[src/rtl/axi_lite_req_arbiter.sv]
// axi_lite_req_arbiter
//   Round-robin scheduler sharing one AXI4-Lite master port among NUM_REQ
//   register requesters. Each requester posts one read or write and holds
//   req_valid until its single-cycle req_done pulse. The block performs one
//   transaction at a time, sequencing AW/W/B or AR/R. Any wait state that
//   lasts TIMEOUT_CYC cycles is aborted and returns resp 2'b10.
//
// Ports
//   axi_clk, axi_rst_n        clock, synchronous active-low reset
//   req_valid/req_write       per-requester request and direction (1=write)
//   req_addr/req_wdata        packed 32-bit slices, slice i = [32i+31:32i]
//   req_done                  one-hot completion pulse
//   req_rdata/req_resp        completion data/response, held until next done
//   m_axi_*                   AXI4-Lite master port (prot=0, wstrb=F)
module axi_lite_req_arbiter #(
  parameter int unsigned NUM_REQ     = 4,
  parameter int unsigned TIMEOUT_CYC = 1024
) (
  input  logic                   axi_clk,
  input  logic                   axi_rst_n,
  input  logic [NUM_REQ-1:0]     req_valid,
  input  logic [NUM_REQ-1:0]     req_write,
  input  logic [NUM_REQ*32-1:0]  req_addr,
  input  logic [NUM_REQ*32-1:0]  req_wdata,
  output logic [NUM_REQ-1:0]     req_done,
  output logic [31:0]            req_rdata,
  output logic [1:0]             req_resp,
  output logic [31:0]            m_axi_awaddr,
  output logic [2:0]             m_axi_awprot,
  output logic                   m_axi_awvalid,
  input  logic                   m_axi_awready,
  output logic [31:0]            m_axi_wdata,
  output logic [3:0]             m_axi_wstrb,
  output logic                   m_axi_wvalid,
  input  logic                   m_axi_wready,
  input  logic [1:0]             m_axi_bresp,
  input  logic                   m_axi_bvalid,
  output logic                   m_axi_bready,
  output logic [31:0]            m_axi_araddr,
  output logic [2:0]             m_axi_arprot,
  output logic                   m_axi_arvalid,
  input  logic                   m_axi_arready,
  input  logic [31:0]            m_axi_rdata,
  input  logic [1:0]             m_axi_rresp,
  input  logic                   m_axi_rvalid,
  output logic                   m_axi_rready
);

  localparam int unsigned IW = (NUM_REQ > 1) ? $clog2(NUM_REQ) : 1;
  localparam int unsigned CW = $clog2(TIMEOUT_CYC);
  localparam logic [CW-1:0] TMO_LAST = CW'(TIMEOUT_CYC - 1);

  typedef enum logic [2:0] {
    IDLE,
    W_ADDR,
    W_RESP,
    R_ADDR,
    R_DATA,
    DONE
  } state_t;

  state_t         state;
  logic [IW-1:0]  rr_ptr;
  logic [IW-1:0]  grant;
  logic [CW-1:0]  tmo_cnt;

  logic           arb_hit;
  logic [IW-1:0]  arb_idx;
  logic [IW-1:0]  cand;
  logic [31:0]    sel_addr;
  logic [31:0]    sel_wdata;
  logic           aw_pend;
  logic           w_pend;
  logic           progress;
  logic           abort;

  assign m_axi_awprot = '0;
  assign m_axi_arprot = '0;
  assign m_axi_wstrb  = '1;

  function automatic logic [IW-1:0] wrap_idx(input logic [IW-1:0] base,
                                             input int unsigned   off);
    int unsigned s;
    s = 32'(base) + off;
    s = s % NUM_REQ;
    return IW'(s);
  endfunction

  function automatic logic [NUM_REQ-1:0] onehot(input logic [IW-1:0] g);
    logic [NUM_REQ-1:0] v;
    v    = '0;
    v[g] = 1'b1;
    return v;
  endfunction

  // First pending request at or above the round-robin pointer, wrapping.
  always_comb begin
    arb_hit = 1'b0;
    arb_idx = '0;
    cand    = '0;
    for (int unsigned i = 0; i < NUM_REQ; i++) begin
      cand = wrap_idx(rr_ptr, i);
      if (!arb_hit && req_valid[cand]) begin
        arb_hit = 1'b1;
        arb_idx = cand;
      end
    end
  end

  assign sel_addr  = req_addr[32*arb_idx +: 32];
  assign sel_wdata = req_wdata[32*arb_idx +: 32];

  // Each write channel stays pending until its own handshake.
  assign aw_pend = m_axi_awvalid & ~m_axi_awready;
  assign w_pend  = m_axi_wvalid  & ~m_axi_wready;

  always_comb begin
    progress = 1'b0;
    case (state)
      W_ADDR:  progress = ~aw_pend & ~w_pend;
      W_RESP:  progress = m_axi_bvalid;
      R_ADDR:  progress = m_axi_arready;
      R_DATA:  progress = m_axi_rvalid;
      default: progress = 1'b0;
    endcase
  end

  // A wait state that cannot finish this edge and has used its budget aborts;
  // a handshake landing on the final cycle still completes normally.
  assign abort = (state inside {W_ADDR, W_RESP, R_ADDR, R_DATA}) &&
                 !progress && (tmo_cnt == TMO_LAST);

  always_ff @(posedge axi_clk) begin
    if (!axi_rst_n) begin
      state         <= IDLE;
      rr_ptr        <= '0;
      grant         <= '0;
      tmo_cnt       <= '0;
      req_done      <= '0;
      req_rdata     <= '0;
      req_resp      <= '0;
      m_axi_awaddr  <= '0;
      m_axi_awvalid <= 1'b0;
      m_axi_wdata   <= '0;
      m_axi_wvalid  <= 1'b0;
      m_axi_bready  <= 1'b0;
      m_axi_araddr  <= '0;
      m_axi_arvalid <= 1'b0;
      m_axi_rready  <= 1'b0;
    end else begin
      req_done <= '0;
      if (abort) begin
        m_axi_awvalid <= 1'b0;
        m_axi_wvalid  <= 1'b0;
        m_axi_bready  <= 1'b0;
        m_axi_arvalid <= 1'b0;
        m_axi_rready  <= 1'b0;
        req_done      <= onehot(grant);
        req_rdata     <= '0;
        req_resp      <= 2'b10;
        tmo_cnt       <= '0;
        state         <= DONE;
      end else begin
        case (state)
          IDLE: begin
            tmo_cnt <= '0;
            if (arb_hit) begin
              grant <= arb_idx;
              if (req_write[arb_idx]) begin
                m_axi_awaddr  <= sel_addr;
                m_axi_wdata   <= sel_wdata;
                m_axi_awvalid <= 1'b1;
                m_axi_wvalid  <= 1'b1;
                state         <= W_ADDR;
              end else begin
                m_axi_araddr  <= sel_addr;
                m_axi_arvalid <= 1'b1;
                state         <= R_ADDR;
              end
            end
          end
          W_ADDR: begin
            m_axi_awvalid <= aw_pend;
            m_axi_wvalid  <= w_pend;
            if (progress) begin
              m_axi_bready <= 1'b1;
              tmo_cnt      <= '0;
              state        <= W_RESP;
            end else begin
              tmo_cnt <= tmo_cnt + CW'(1);
            end
          end
          W_RESP: begin
            if (progress) begin
              m_axi_bready <= 1'b0;
              req_done     <= onehot(grant);
              req_rdata    <= '0;
              req_resp     <= m_axi_bresp;
              tmo_cnt      <= '0;
              state        <= DONE;
            end else begin
              tmo_cnt <= tmo_cnt + CW'(1);
            end
          end
          R_ADDR: begin
            if (progress) begin
              m_axi_arvalid <= 1'b0;
              m_axi_rready  <= 1'b1;
              tmo_cnt       <= '0;
              state         <= R_DATA;
            end else begin
              tmo_cnt <= tmo_cnt + CW'(1);
            end
          end
          R_DATA: begin
            if (progress) begin
              m_axi_rready <= 1'b0;
              req_done     <= onehot(grant);
              req_rdata    <= m_axi_rdata;
              req_resp     <= m_axi_rresp;
              tmo_cnt      <= '0;
              state        <= DONE;
            end else begin
              tmo_cnt <= tmo_cnt + CW'(1);
            end
          end
          DONE: begin
            rr_ptr  <= wrap_idx(grant, 1);
            tmo_cnt <= '0;
            state   <= IDLE;
          end
          default: begin
            tmo_cnt <= '0;
            state   <= IDLE;
          end
        endcase
      end
    end
  end

endmodule

[config.mk]
export PLATFORM = sky130hd
export DESIGN_NAME = axi_lite_req_arbiter
export DESIGN_NICKNAME = d
export VERILOG_FILES = /design/src/rtl/axi_lite_req_arbiter.sv
export SDC_FILE = /design/constraint.sdc
export NUM_CORES = 1
export LEC_CHECK = 0
export CORE_AREA = 2 2 180 182
export DETAILED_ROUTE_END_ITERATION = 10
export DIE_AREA = 0 0 182 184
export PLACE_DENSITY = 0.58
export REMOVE_ABC_BUFFERS = 1
export SYNTH_ARGS = -nofsm -noshare
export SYNTH_HDL_FRONTEND = slang
export SYNTH_SLANG_ARGS = --single-unit
[constraint.sdc]
create_clock -name axi_clk -period 2.7 [get_ports axi_clk]
set_input_delay 0.27 -clock axi_clk [delete_from_list [all_inputs] [get_ports axi_clk]]
set_output_delay 0.27 -clock axi_clk [all_outputs]
set_load 0.05 [all_outputs]
# Word-level counts from Yosys, hierarchy flattened
# Cells that the tools add are included.
# classes
n_addsub,5
magnitude_cmp,7
n_eq_ne,20
n_shift,2
muxes,49
n_bitwise,11
n_reduce_logical,34
# op_table
cell,count
$shiftx A128 B8 Y32,2
$mux W32,2
$pmux W32 S2,1
$reduce_and A4 Y1,5
$lt A2 B3 Y1 const B,6
$reduce_and A3 Y1,6
$mux W1,16
$mux W2,8
$mux W3,5
$ne A3 B3 Y1 const B,5
$ne A2 B2 Y1 const B,7
$mux W4,3
$pmux W3 S4,1
$add A10 B1 Y10 const B,1
$bmux W1 S2,5
$eq A10 B10 Y1 const B,1
$pmux W1 S2,5
$reduce_bool A2 Y1,5
$not A1 Y1,8
$reduce_or A4 Y1,2
$eq A3 B2 Y1 const B,2
$eq A3 B3 Y1 const B,2
$logic_and A1 B1 Y1,6
$add A2 B1 Y2 const B,2
other kinds (15),22
# totals
regBits,156
input_bits,307
out_inout_bits,149
wordCells,145

# Logic depth before layout (Yosys ltp)
# depth
depth_word,18
mapped_depth,9
mapped_depth_nobuf,6

# Worst setup path after synthesis
# No wires, ideal clock.
# synth_path
path_kind,register to register
from,reg m_axi_awvalid
to,reg m_axi_bready
arrival_ns,1.900
required_time_ns,2.583
setup_slack_ns,0.683
path_stages_with_launch,9
path_buffers,2
cell_sequence,dfxtp_1 -> nand2b_1 -> and4_1 -> nor3_2 -> and3b_1 -> nand2b_1 -> buf_2 -> buf_4 -> nor2_1
# synth_between
elab_chain_len,8
word_cells_on_any_way,11
classes_between,eq/ne: 2; mux: 1; bitwise: 3; reduce/logical: 5
# synth_lines
item,line,text
start: declaration,30,"output logic m_axi_awvalid,"
start signal: assignment,183,m_axi_awvalid <= aw_pend;
$and A1 B1 Y1 *,114,assign aw_pend = m_axi_awvalid & ~m_axi_awready;
$not A1 Y1 *,120,W_ADDR: progress = ~aw_pend & ~w_pend;
$and A1 B1 Y1 *,120,
$pmux W1 S4 *,119,case (state)
$logic_not A1 Y1,131,!progress && (tmo_cnt == TMO_LAST);
$logic_and A1 B1 Y1,130,"assign abort = (state inside {W_ADDR, W_RESP, R_ADDR, R_DATA}) &&"
$logic_and A1 B1 Y1,131,
$reduce_or A2 Y1 (no line),-,
end signal: assignment,146,m_axi_bready <= 1'b0;
end signal: assignment,155,m_axi_bready <= 1'b0;
end signal: assignment,186,m_axi_bready <= 1'b1;
end: declaration,38,"output logic m_axi_bready,"
# Mark *: on every way between the ends. The rest lies on a longest branch, timed or not.
# A chain may end at the register's enable or synchronous reset.

# Worst setup path in the final report
# layout_path
from,reg rr_ptr[1]
to,reg m_axi_araddr[11]
# layout_between
elab_chain_len,16
word_cells_on_any_way,30
classes_between,add/sub: 3; shift: 1; mux: 18; bitwise: 1; reduce/logical: 7
# layout_lines
item,line,text
start: declaration,63,logic [IW-1:0] rr_ptr;
start signal: assignment,228,"rr_ptr <= wrap_idx(grant, 1);"
branches (longest 16 deep; another with $add A2 B1 Y2),-,
end signal: assignment,176,m_axi_araddr <= sel_addr;
end: declaration,39,"output logic [31:0] m_axi_araddr,"
# Several ways; the timed one is not identified. The select of a mux whose other input is x is not followed.

==> impl_results.md <==
* Comb power frac at 0.476
* Routability Congestion at 0.8116
* Final Cell Area at 13,650 µm²
* Clk_skew at 0.02032 ns
* Final hold vios at 0
* Yosys warning count at 0
* Maxcap violations at 0
* DRC violations left at 0
* Crit path top cell by count: buf_4
* Setup crit end kind: flop
* Gr usage total at 0.1914
* Status: finished, final reports clean
* Fmax at 407.4 MHz
* # H-tree levels at 4
* CTS root buffer: clkbuf_16
* RSZ-0062 raised after global routing: no
* Nets at 1,568
* ANT cells at 0
* Vias/cell at 4.915
* Clock power share at 0.243
* Reg clk slew, reported paths at 0.06 ns
* Post_cts resized at 0
* Post-Route WL at 33,170 µm
* Netlist Area Pre-Place at 7802 µm²
* Setup CP Type: reg2reg
* Min cycle time layout at 2.455 ns
* Post-synthesis sequential area ratio at 0.4003
* CTS Sinks at 156
* CP Data Arrival Time at 2.74 ns
* First-pass GRT wire length at 48,900 µm
* Measured slew at the worst slew-check pin at 0.9288 ns
* Fraction of registers with async set/reset at 0
* Fin crit share at 0.9092
* Max Slew Vio Count at 0
* Initial Util at 0.2485
* CTS tree: done
* WL/cell at 19.85 µm
* P_int at 6218 µW
* Hold_buf cts at 0
* Antenna-violating nets left at 0
* Vias in the first global route at 8,332
* P_sw at 4252 µW
* Switching Share at 0.4061
* Number of synthesized register bits at 156
* Clock latency on the worst-skew pair at 0.43 ns
* Post-CTS Setup Repair Bufs at 0
* Port Buffer Count at 445
* Hold_ws at 0.4627 ns
* CP Launch Type: flop
* Violation count after the first detailed-route iteration at 396
* Most used DFF post-synth: dfxtp_1
* Static Leak at 0.004749 µW
* Distinct cells, synth at 54
* Die W at 182 µm
* Crit-path max cell delay at 0.49 ns
* Fill count at 3,013
* Avg Inst Size Synth at 9.538 µm²
* Drt pass-1 iters at 4
* Critical Path RT at 2.99 ns
* Final worst slack at 0.2452 ns
* Initial antenna violation count at 0
* CP max stage cell: or3_2
* Post-synthesis cell count at 818
* Ports at 456
* PD cells at 767.1 nW/µm²
* Largest net degree at the start of global routing at 44
* CTS buffer count at 17
* GR Overflow Total at 0
* Worst hold-check path type: reg2reg
* Register share of total power at 0.280
* Die H at 184 µm
* Worst vdd ir at 0.4780 mV
* Critical path cell sequence: nand2_1 > a221o_1 > and3_1 > buf_4 > or3_2 > buf_4 > nand3_1 > a21oi_1
* Pre-CTS setup slack at -0.2137 ns
* Final setup vio count at 0
* Layout cells sized above 1 at 0.1340
* Placeable Area at 31,390 µm²
* Worst-path fanout max at 21
* EDFF count, synth at 0
* HPWL Detailed at 24,810 µm
* Die area at 33,490 µm²
* Cell area after placement at 13,020 µm²
* Total number of vias at 8,213
* CTS max path bufs at 2
* Row cnt at 65
* P&R area growth vs syn at 74.92%
* Slew headroom at 0.3774
-- layer usage --
metal | vias up | GRT usage | share of wire
li1 | 3891 | - | -
met1 | 3969 | 0.2133 | 0.38
met2 | 329 | 0.3508 | 0.52
met3 | 24 | 0.06181 | 0.080
met4 | 0 | 0.04968 | 0.015
met5 | - | 0 | 0
-- path summary, 6_finish.rpt --
| kind | start | endpoint | slack, ns | depth (start not counted) |
|---|---|---|---|---|
| worst max register to register | rr_ptr[1]$_SDFFE_PN0P_ | m_axi_araddr[11]$_SDFFE_PN0P_ | 0.25 | 8 |
| worst min-delay path | m_axi_araddr[10]$_SDFFE_PN0P_ | m_axi_araddr[10]$_SDFFE_PN0P_ | 0.46 | 2 |
| worst max-delay path | rr_ptr[1]$_SDFFE_PN0P_ | m_axi_araddr[11]$_SDFFE_PN0P_ | 0.25 | 8 |
| worst min register to register | m_axi_araddr[10]$_SDFFE_PN0P_ | m_axi_araddr[10]$_SDFFE_PN0P_ | 0.46 | 2 |
-- cell usage in the layout, fill, tap and decap left out, types with 2 or more instances in the layout --
cell,count
nor3_1,7
conb_1,10
buf_4,38
and3_1,3
nand4_1,2
o21bai_4,2
mux4_2,64
bufinv_16,3
dfxtp_1,156
clkbuf_16,17
and4_1,3
xnor2_1,3
nor2b_1,4
o21ai_1,31
xor2_1,5
o21ba_4,2
a21boi_0,2
buf_12,18
nor3_2,2
clkbuf_8,2
clkdlybuf4s50_1,445
nand3b_1,3
inv_1,12
o21ai_0,68
clkinvlp_4,4
o211ai_1,2
nand2b_1,5
nor2_1,58
nand2_1,16
mux2i_1,2
nand3_1,102
a211oi_1,3
nor3_4,2
ha_1,5
a21boi_1,2
a21oi_1,103
a22oi_1,33
inv_6,3
or3_2,2
-- state kept, by name (all words and copies together), names as in the netlist --
signal / cells
tmo_cnt: 10
m_axi_araddr: 32
req_resp: 2
grant: 2
m_axi_rready: 1
m_axi_awaddr: 32
m_axi_wdata: 32
req_done: 4
req_rdata: 32
m_axi_bready: 1
rr_ptr: 2
state: 3
m_axi_arvalid: 1
m_axi_wvalid: 1
m_axi_awvalid: 1
-- logic make-up after synthesis --
kind of cell / count (synthesis) / synth area share
buffers and inverters: 104 / 0.06879
adders and majority gates: 5 / 0.008018
other: 2 / 0.0009625
muxes: 66 / 0.1873
and+or+nand+nor: 216 / 0.1349
DFF: 156 / 0.4003
xor gates and xnor gates: 8 / 0.008980
AOI/OAI and AO/OA: 261 / 0.1908
-- power groups by stage --
stage                     sequential, µW  combinational (µW)  clock (µW)
final                               2930                4990        2550
after global routing                2980                5320        2720
after CTS                           2930                5020        2620
after detailed placement            2980                5000           0
after global placement              2970                4980           0
after floorplan                     4250                1510           0
-- final cells by class --
class,count,area (µm²),share of cell area
sequential,156,3123,0.2288
clock inverter,12,160.2,0.01173
multi-input combinational,567,4254,0.3117
timing repair buffer,501,5100,0.3737
clock buffer,20,456.7,0.03346
tap,402,503.0,0.03685
inverter,13,51.30,0.003759
-- per-stage QoR --
step	setup TNS [ns]	total power, µW	utilization	instances
3_3_place_gp	-4.795	7955	0.4148	1638
6_report	0	10470	0.4348	1671
4_1_cts	0	10570	0.4344	1670
2_1_floorplan	-292.52	5766	-	735
3_5_place_dp	-4.938	7973	0.4148	1638
5_1_grt	0	11030	0.4348	1671
-- cells in the mapped netlist, drive strengths merged, types with 4 or more instances --
cell type | count | area, µm²
dfxtp | 156 | 3123
xor2 | 5 | 43.79
nand3 | 102 | 510.5
clkbuf | 23 | 87.58
nor3 | 10 | 65.06
nand2b | 5 | 31.28
nand2 | 16 | 60.06
a21boi | 4 | 30.02
ha | 5 | 62.56
a22oi | 33 | 247.7
inv | 13 | 48.80
a21oi | 104 | 524.3
nor2b | 4 | 25.02
o21ai | 99 | 495.5
buf | 68 | 400.4
mux4 | 64 | 1441
nor2 | 60 | 225.2
-- worst max-delay path, delay by kind of cell, from the launching register on --
kind                   cells  cell delay, ns
and+or+nand+nor            4            1.01
buffers and inverters      2            0.44
AOI/OAI and AO/OA          2            0.42
DFF                        1            0.47
Power figures use the tool's default switching activity.
